[src/rtl/line_engine_feeder.sv]
// Responder for the line conv2d engine: serves per-pixel activation reads and
// weight-refill bursts from the on-chip BRAMs and tracks line completion.
module line_engine_feeder #(
  parameter int BIT_WIDTH   = 8,
  parameter int NUM_CHANNEL = 3,
  parameter int NUM_KERNEL  = 4,
  parameter int ADDR_WIDTH  = 16,
  parameter int REG_WIDTH   = 32
) (
  input  logic                                      clk,
  input  logic                                      rst,
  input  logic                                      i_data_req,
  input  logic                                      i_data_end,
  output logic [BIT_WIDTH*NUM_CHANNEL-1:0]          o_data,
  output logic                                      o_data_val,
  input  logic                                      i_weight_req,
  output logic [BIT_WIDTH*NUM_CHANNEL*NUM_KERNEL-1:0] o_weight,
  output logic                                      o_weight_val,
  output logic                                      o_act_en,
  output logic [ADDR_WIDTH-1:0]                     o_act_addr,
  input  logic [BIT_WIDTH*NUM_CHANNEL-1:0]          i_act_rdata,
  output logic                                      o_wgt_en,
  output logic [ADDR_WIDTH-1:0]                     o_wgt_addr,
  input  logic [BIT_WIDTH*NUM_CHANNEL*NUM_KERNEL-1:0] i_wgt_rdata,
  input  logic [REG_WIDTH-1:0]                      i_conf_ctrl,
  input  logic [REG_WIDTH-1:0]                      i_conf_actbase,
  input  logic [REG_WIDTH-1:0]                      i_conf_numlines,
  input  logic [REG_WIDTH-1:0]                      i_conf_wgtbase,
  input  logic [REG_WIDTH-1:0]                      i_conf_wgtburst,
  input  logic [REG_WIDTH-1:0]                      i_conf_wgtsize,
  output logic                                      o_busy,
  output logic                                      o_done,
  output logic                                      o_err
);

  typedef enum logic [1:0] {A_IDLE, A_RUN, A_DONE} act_state_t;
  typedef enum logic       {W_IDLE, W_BURST}       wgt_state_t;

  act_state_t            r_act_state;
  wgt_state_t            r_wgt_state;

  logic                  r_en_prev;
  logic                  r_wreq_prev;
  logic [ADDR_WIDTH-1:0] r_act_ptr;
  logic [15:0]           r_line_cnt;
  logic                  r_done_p0;
  logic                  r_act_vld_p1;
  logic [ADDR_WIDTH-1:0] r_wgt_off;
  logic [7:0]            r_burst_cnt;
  logic                  r_pending;
  logic                  r_wgt_vld_p1;

  logic                  w_en;
  logic                  w_en_rise;
  logic                  w_act_start;
  logic                  w_wgt_start;
  logic                  w_burst_last;
  logic [ADDR_WIDTH-1:0] w_wgt_addr;
  logic [ADDR_WIDTH-1:0] w_wgt_off_nxt;
  logic                  w_unused;

  assign w_en         = i_conf_ctrl[0];
  assign w_en_rise    = w_en & ~r_en_prev;
  assign w_act_start  = (r_act_state == A_IDLE) && w_en_rise;
  assign w_wgt_start  = i_weight_req & ~r_wreq_prev;
  assign w_burst_last = (r_burst_cnt == i_conf_wgtburst[7:0]);
  assign w_wgt_addr   = i_conf_wgtbase[ADDR_WIDTH-1:0] + r_wgt_off;
  // >= rather than == so a shrunk wgtsize still wraps instead of running away
  assign w_wgt_off_nxt = (r_wgt_off >= i_conf_wgtsize[ADDR_WIDTH-1:0]) ?
                         '0 : r_wgt_off + ADDR_WIDTH'(1);

  assign w_unused = ^{i_conf_ctrl[REG_WIDTH-1:1],
                      i_conf_actbase[REG_WIDTH-1:ADDR_WIDTH],
                      i_conf_numlines[REG_WIDTH-1:16],
                      i_conf_wgtbase[REG_WIDTH-1:ADDR_WIDTH],
                      i_conf_wgtburst[REG_WIDTH-1:8],
                      i_conf_wgtsize[REG_WIDTH-1:ADDR_WIDTH]};

  // Activation path: stage p0 issues the BRAM read, p1 carries the valid.
  always_ff @(posedge clk or negedge rst) begin
    if (!rst) begin
      r_act_state  <= A_IDLE;
      r_en_prev    <= 1'b0;
      r_act_ptr    <= '0;
      r_line_cnt   <= '0;
      r_done_p0    <= 1'b0;
      r_act_vld_p1 <= 1'b0;
      o_act_en     <= 1'b0;
      o_act_addr   <= '0;
      o_done       <= 1'b0;
      o_err        <= 1'b0;
    end else begin
      r_en_prev    <= w_en;
      o_act_en     <= 1'b0;
      r_done_p0    <= 1'b0;
      o_done       <= r_done_p0;
      r_act_vld_p1 <= o_act_en;
      case (r_act_state)
        A_IDLE: begin
          if (i_data_req) o_err <= 1'b1;
          if (w_en_rise) begin
            r_act_state <= A_RUN;
            r_act_ptr   <= i_conf_actbase[ADDR_WIDTH-1:0];
            r_line_cnt  <= '0;
          end
        end
        A_RUN: begin
          if (!w_en) begin
            r_act_state <= A_IDLE;
          end else if (i_data_req) begin
            o_act_en   <= 1'b1;
            o_act_addr <= r_act_ptr;
            r_act_ptr  <= r_act_ptr + ADDR_WIDTH'(1);
            if (i_data_end) begin
              r_line_cnt <= r_line_cnt + 16'd1;
              if (r_line_cnt == i_conf_numlines[15:0]) begin
                r_done_p0   <= 1'b1;
                r_act_state <= A_DONE;
              end
            end
          end
        end
        A_DONE: begin
          if (i_data_req) o_err <= 1'b1;
          if (!w_en) r_act_state <= A_IDLE;
        end
        default: r_act_state <= A_IDLE;
      endcase
    end
  end

  // Weight path: a start edge during a burst is remembered once and chains
  // straight into the next burst so the engine sees no refill gap.
  always_ff @(posedge clk or negedge rst) begin
    if (!rst) begin
      r_wgt_state  <= W_IDLE;
      r_wreq_prev  <= 1'b0;
      r_wgt_off    <= '0;
      r_burst_cnt  <= '0;
      r_pending    <= 1'b0;
      r_wgt_vld_p1 <= 1'b0;
      o_wgt_en     <= 1'b0;
      o_wgt_addr   <= '0;
    end else begin
      r_wreq_prev  <= i_weight_req;
      o_wgt_en     <= 1'b0;
      r_wgt_vld_p1 <= o_wgt_en;
      if (!w_en) begin
        r_wgt_state <= W_IDLE;
        r_pending   <= 1'b0;
      end else begin
        case (r_wgt_state)
          W_IDLE: begin
            if (w_wgt_start) begin
              r_wgt_state <= W_BURST;
              r_burst_cnt <= '0;
            end
          end
          W_BURST: begin
            o_wgt_en   <= 1'b1;
            o_wgt_addr <= w_wgt_addr;
            r_wgt_off  <= w_wgt_off_nxt;
            if (w_burst_last) begin
              r_burst_cnt <= '0;
              if (r_pending || w_wgt_start) begin
                r_pending <= 1'b0;
              end else begin
                r_wgt_state <= W_IDLE;
              end
            end else begin
              r_burst_cnt <= r_burst_cnt + 8'd1;
              if (w_wgt_start) r_pending <= 1'b1;
            end
          end
          default: r_wgt_state <= W_IDLE;
        endcase
      end
      // A new activation run restarts the weight stream from its base
      if (w_act_start) r_wgt_off <= '0;
    end
  end

  assign o_data_val   = r_act_vld_p1;
  assign o_data       = r_act_vld_p1 ? i_act_rdata : '0;
  assign o_weight_val = r_wgt_vld_p1;
  assign o_weight     = r_wgt_vld_p1 ? i_wgt_rdata : '0;
  assign o_busy       = (r_act_state == A_RUN);

endmodule

[config.mk]
export PLATFORM = sky130hd
export DESIGN_NAME = line_engine_feeder
export DESIGN_NICKNAME = d
export VERILOG_FILES = /design/src/rtl/line_engine_feeder.sv
export SDC_FILE = /design/constraint.sdc
export NUM_CORES = 1
export LEC_CHECK = 0
export CORE_AREA = 5 5 180 182
export DETAILED_ROUTE_END_ITERATION = 10
export DIE_AREA = 0 0 185 187
export GPL_TIMING_DRIVEN = 0
export PLACE_DENSITY = 0.55
export SLEW_MARGIN = 20
export SYNTH_ARGS = -nofsm -noshare
export SYNTH_HDL_FRONTEND = slang
export SYNTH_SLANG_ARGS = --single-unit
[constraint.sdc]
create_clock -name clk -period 5.8 [get_ports clk]
set_input_delay 0.58 -clock clk [delete_from_list [all_inputs] [get_ports clk]]
set_output_delay 0.58 -clock clk [all_outputs]
set_load 0.01 [all_outputs]
==> metrics.yaml, run 1 <==
run_status:
  status: "finished clean"
synth:
  synth-seq-area-share_pct: 37.7
  synth_xor_area_share_pct: 7.32
  synth_area_per_cell_um2: 8.70
  syn_inst: 770
  synthTopCellsByArea: "dfrtp_1, and2_1, ha_1"
  post-synth-top-area-fraction_pct: 37.7
  synth_enable_flop_cells: 0
  synthFlopType: "dfrtp_1"
  synth_cell_type_count: 57
  synthTopCellsByCount: "and2_1, dfrtp_1, nand2_1"
  syn-cell-area_um2: 6700
  synth_top_family_by_area: "simple AND/OR/NAND/NOR gates"
  synth_top_area_cell: "dfrtp_1"
  ys_ff_latch: 101
  yosys.area_share.simple_pct: 27.2
  synth_compound_area_share_pct: 14.5
  synthAdderAreaFrac_pct: 6.84
  yosys-mux-area-fraction_pct: 3.01
  synth_async_sr_flop_share_pct: 100
  yosysMostFrequentCell: "and2_1"
  synth_warnings: 0
  syn_nets: 1123
finish:
  final_cells: 1540
  post-route-cell-area_um2: 11100
  drive_gt1_share_pct: 3.59
  nets: 1491
  nFillCells: 3077
  area_growth_syn_to_layout_pct: 65.5
global_route:
  grt_use_total_pct: 17.5
  grt_overflow: 0
  grt_start_max_net_pins: 56
  grt_pass1_wl_um: 45800
  grt_pass1_vias: 7003
  antenna_found_initial: 1
floorplan:
  die_h_um: 187
  die-area_um2: 34600
  start_util_pct: 22.0
  rows: 64
  io_pins: 476
  die_w_um: 185
  coreArea_um2: 30400
setup_path:
  cp.required_ns: 5.22
  path_max_fanout: 10
  end_kind: "primary output"
  reg2reg_slack_ns: 3.04
  cp-start-kind: "flop"
  crit_arrival_ns: 2.63
  path_class: "flop to primary output"
timing:
  worstMarginPinSlew_ns: 0.814
  timing.hold.ws_ns: 0.136
  timing.final.crit_period_ns: 3.21
  fmax_mhz: 311
  hold_violations: 0
  fin_setup_tns_ns: 0
  drv_slew: 0
  setup_viol: 0
  post-route-period-util_pct: 55.4
  skew_ns: 0.0114
  rsz0062_at_grt: "false"
  slew_headroom_pct: 45.4
power_and_ir_drop:
  p_sw_uw: 744
  p_per_area_nw_per_um2: 211
  max-vdd-ir-drop_mv: 0.105
  seqPwrFrac_pct: 40.5
  p_total_mw: 2.34
  internal-power_mw: 1.60
  p_leak_nw: 4.60
  power.share.clock_pct: 25.9
  combPwrFrac_pct: 33.6
  p_sw_share_pct: 31.7
clock_network:
  cts_root_buffer: "clkbuf_16"
  post_cts_resized: 0
  h-tree-depth: 3
  clock_path_buffers: 2
  cts_buffers: 9
  holdBufCountCts: 0
  clkTransAtPathRegs_ns: 0.08
  cts_tree: "built"
  cts_sinks: 101
  clock_latency_ns: 0.35
  post-cts-setup-buffers: 0
placed_design:
  port_buffers: 356
  place_area_um2: 10800
  dp_cells: 1523
  place_congestion: 0.853
  hpwl_um: 26700
min_path:
  hp-class: "input port to async pin"
drt:
  num_vias: 6945
  drc: 0
  drt_iter0_markers: 298
  drt-wirelength-per-cell_um: 20.5
  ant_nets: 0
  totalWireLength_um: 31600
  viasPerCell: 4.51
  dr.pass1.iters: 5
run:
  maxCapViolCount: 0
[area by class of cell]
type	count	area, um2	area share [%]
multi-input combinational	610	3940	35.5
timing repair buffer	357	3590	32.4
sequential	101	2530	22.8
tap	396	495	4.47
clock buffer	11	243	2.19
buffer	30	121	1.09
inverter	29	109	0.982
clock inverter	5	55.1	0.497
antenna	1	2.50	0.0226
[path summary, 6_finish.rpt]
check                                             to  cells after the start                      from
setup / recovery                        o_weight[81]                      4    o_weight_val$_DFF_PN0_
setup reg to reg           r_wgt_off[14]$_DFFE_PN0P_                      8  r_wgt_off[0]$_DFFE_PN0P_
max in group asynchronous  r_wgt_off[13]$_DFFE_PN0P_                      2                       rst
hold / removal             o_act_addr[6]$_DFFE_PN0P_                      1                       rst
min in group clk                    o_done$_DFF_PN0_                      0       r_done_p0$_DFF_PN0_
hold reg to reg                     o_done$_DFF_PN0_                      0       r_done_p0$_DFF_PN0_
[placed cells by master, fill, tap and decap left out, drive strengths merged, types with 7 or more instances in the layout]
| master | instances |
|---|---|
| nand3 | 29 |
| clkdlybuf4s50 | 355 |
| a21oi | 43 |
| o21ai | 53 |
| nand2 | 67 |
| inv | 31 |
| xnor2 | 26 |
| a21o | 12 |
| and3 | 10 |
| mux2 | 17 |
| clkbuf | 38 |
| nor2 | 55 |
| nor3 | 8 |
| ha | 35 |
| xor2 | 30 |
| nand4 | 21 |
| o22ai | 7 |
| dfrtp | 101 |
| a31oi | 9 |
| and2 | 125 |
[routing by layer]
layer  track usage (%)  wire length (um)  vias to the layer above
met4              4.94               779                        0
li1                  -                 -                     3416
met1              20.5             12400                     3272
met5                 0                 0                        -
met2              30.5             15500                      231
met3              5.56              2900                       26
[power groups by stage]
stage	combinational, mW	clock [mW]	sequential, mW
final	0.788	0.607	0.948
after global routing	0.864	0.659	0.972
after CTS	0.803	0.630	0.950
after detailed placement	0.796	0	0.962
after global placement	0.794	0	0.960
after floorplan	0.280	0	0.974
[flip-flops by register name, indices dropped and copies added (netlist names)]
signal,count
o_act_addr,16
o_wgt_addr,16
r_act_ptr,16
r_line_cnt,16
r_wgt_off,16
r_burst_cnt,8
r_act_state,2
o_act_en,1
o_data_val,1
o_done,1
o_err,1
o_weight_val,1
o_wgt_en,1
r_done_p0,1
r_en_prev,1
r_pending,1
r_wgt_state,1
r_wreq_prev,1
[kinds of logic (layout without fill, tap and decap cells)]
family	count (synthesis)	count (layout)
AND/OR/NAND/NOR	344	344
AO/OA/AOI/OAI	156	156
flip-flops	101	101
buffers and inverters	59	432
XOR/XNOR	56	56
adder cells (fa/ha/maj)	36	36
multiplexers	18	18
other	0	1
[stage by stage]
step,setup slack [ns],utilization (%)
after detailed placement,2.55,35.4
after global placement,0.0402,35.3
after CTS,2.54,36.4
after floorplan,3.30,-
after global routing,2.38,36.4
final,2.59,36.4
[critical path, cell delays in order, from the launching register on]
cell             delay, ns
dfrtp_1               0.65
clkbuf_1              0.39
clkbuf_1              0.28
and2_1                0.18
clkdlybuf4s50_1       0.77
Note: power is estimated with default switching activity, not from simulation.
==> inputs of run 2 (changes only) <==
Clock period 5.8 ns to 3.3 ns, I/O delays scaled along.
==> metrics.yaml, run 2 (same netlist as run 1, synthesis figures left out) <==
placed_design:
  place_area_um2: 10800  # unchanged
  dp_slack_ns: 0.301  # was 2.55 ns
  port_buffers: 356  # unchanged
  place_congestion: 0.853  # unchanged
  dp_cells: 1523  # unchanged
  hpwl_um: 26700  # unchanged
clock_network:
  clkTransAtPathRegs_ns: 0.07  # was 0.08 ns
  h-tree-depth: 3  # unchanged
  cts_sinks: 101  # unchanged
  clock_path_buffers: 2  # unchanged
  cts_tree: "built"  # unchanged
  clock_latency_ns: 0.35  # about the same
  cts_root_buffer: "clkbuf_16"  # unchanged
  post_cts_resized: 0  # unchanged
  post-cts-setup-buffers: 0  # unchanged
  cts_buffers: 9  # unchanged
power_and_ir_drop:
  p_total_mw: 4.12  # was 2.34 mW
  max-vdd-ir-drop_mv: 0.185  # was 0.105 mV
  p_leak_nw: 4.61  # was 4.60 nW
  p_per_area_nw_per_um2: 371  # was 211 nW/um2
finish:
  layout_commonest_cell: "clkdlybuf4s50_1"  # unchanged
  drive_gt1_share_pct: 3.58  # was 3.59%
  final_cell_mix: "clkdlybuf4s50_1, and2_1, dfrtp_1"  # unchanged
  nets: 1492  # was 1491
  post-route-cell-area_um2: 11100  # about the same
  area_growth_syn_to_layout_pct: 65.7  # was 65.5%
  final_cells: 1541  # was 1540
  fin_util_pct: 36.5  # was 36.4%
timing:
  post-route-period-util_pct: 89.9
  setup_viol: 0  # unchanged
  worstMarginPinSlew_ns: 0.795  # was 0.814 ns
  skew_ns: 0.0113  # was 0.0114 ns
  fmax_mhz: 337
  fin_setup_tns_ns: 0  # unchanged
  rsz0062_at_grt: "false"  # unchanged
  slew_headroom_pct: 46.6  # was 45.4%
  drv_slew: 0  # unchanged
  hold_violations: 0  # unchanged
  timing.final.crit_period_ns: 2.97
  fin_ws_ns: 0.333  # was 2.59 ns
  timing.hold.ws_ns: 0.351  # was 0.136 ns
global_route:
  antenna_found_initial: 1  # unchanged
  grt_start_max_net_pins: 56  # unchanged
  grt_pass1_vias: 7006  # was 7003
  grt_overflow: 0  # unchanged
  grt_use_total_pct: 17.5  # about the same
  grt_pass1_wl_um: 45800  # about the same
floorplan:
  io_pins: 476  # unchanged
  die_h_um: 187  # unchanged
  rows: 64  # unchanged
  die-area_um2: 34600  # unchanged
  coreArea_um2: 30400  # unchanged
  die_w_um: 185  # unchanged
  start_util_pct: 22.0  # unchanged
setup_path:
  end_kind: "primary output"  # unchanged
  path_class: "flop to primary output"  # unchanged
  cp.required_ns: 2.97  # was 5.22 ns
  crit_arrival_ns: 2.64  # was 2.63 ns
  cp-start-kind: "flop"  # unchanged
  path_max_fanout: 10  # unchanged
drt:
  drt-wirelength-per-cell_um: 20.5  # about the same
  totalWireLength_um: 31600  # about the same
  drc: 0  # unchanged
  drt_iter0_markers: 310  # was 298
  viasPerCell: 4.52  # was 4.51
  ant_nets: 0  # unchanged
  dr.pass1.iters: 4  # was 5
  num_vias: 6960  # was 6945
run_status:
  status: "finished clean"  # unchanged
min_path:
  hp-class: "flop to flop"  # was input port to async pin
run:
  maxCapViolCount: 0  # unchanged
-- run 2: cell count changes in the layout (fill, tap and decap cells not counted) --
cell,change
dlygate4sd3_1,+1
-- run 2: cell type report --
cell class                      count  area, um2
Clock buffer                       11        243
Buffer                             30        121
Multi-Input combinational cell    610       3940
Inverter                           29        109
Antenna cell                        1       2.50
Tap cell                          396        495
Fill cell                        3076      19300
Timing Repair Buffer              358       3600
Clock inverter                      5       55.1
Sequential cell                   101       2530
-- run 2: worst paths after layout --
path,startpoint,endpoint,slack (ns),depth (start not counted)
max,o_weight_val$_DFF_PN0_,o_weight[81],0.33,4
max in group asynchronous,rst,r_wgt_off[13]$_DFFE_PN0P_,2.20,3
max reg2reg,r_wgt_off[0]$_DFFE_PN0P_,r_wgt_off[14]$_DFFE_PN0P_,0.54,8
min,r_done_p0$_DFF_PN0_,o_done$_DFF_PN0_,0.35,0
min in group asynchronous,rst,o_act_addr[6]$_DFFE_PN0P_,0.46,2
min reg2reg,r_done_p0$_DFF_PN0_,o_done$_DFF_PN0_,0.35,0
-- run 2: routing by layer --
layer	vias to the layer above	part of all wire [%]	wire length, um	global-route usage (%)
met1	3269	39	12300	20.5
met2	247	49	15500	30.5
met4	0	2.5	779	4.94
met5	-	0	0	0
met3	26	9.5	2990	5.56
li1	3418	-	-	-
-- run 2: repair_timing --
action                                  4_1_cts  5_1_grt
hold buffers                                  1        0
endpoints found under the hold margin        46        0
endpoints found under the setup margin        0        0
-- run 2: critical path, cell delays in order (launching register included) --
cell and delay (ns):
dfrtp_1 0.65, clkbuf_1 0.39, clkbuf_1 0.28, and2_1 0.18, clkdlybuf4s50_1 0.77
-- run 2: where the power goes --
part | internal (mW) | switching (mW)
registers | 1.46 | 0.204
clock network | 0.552 | 0.514
logic | 0.796 | 0.589
total | 2.81 | 1.31
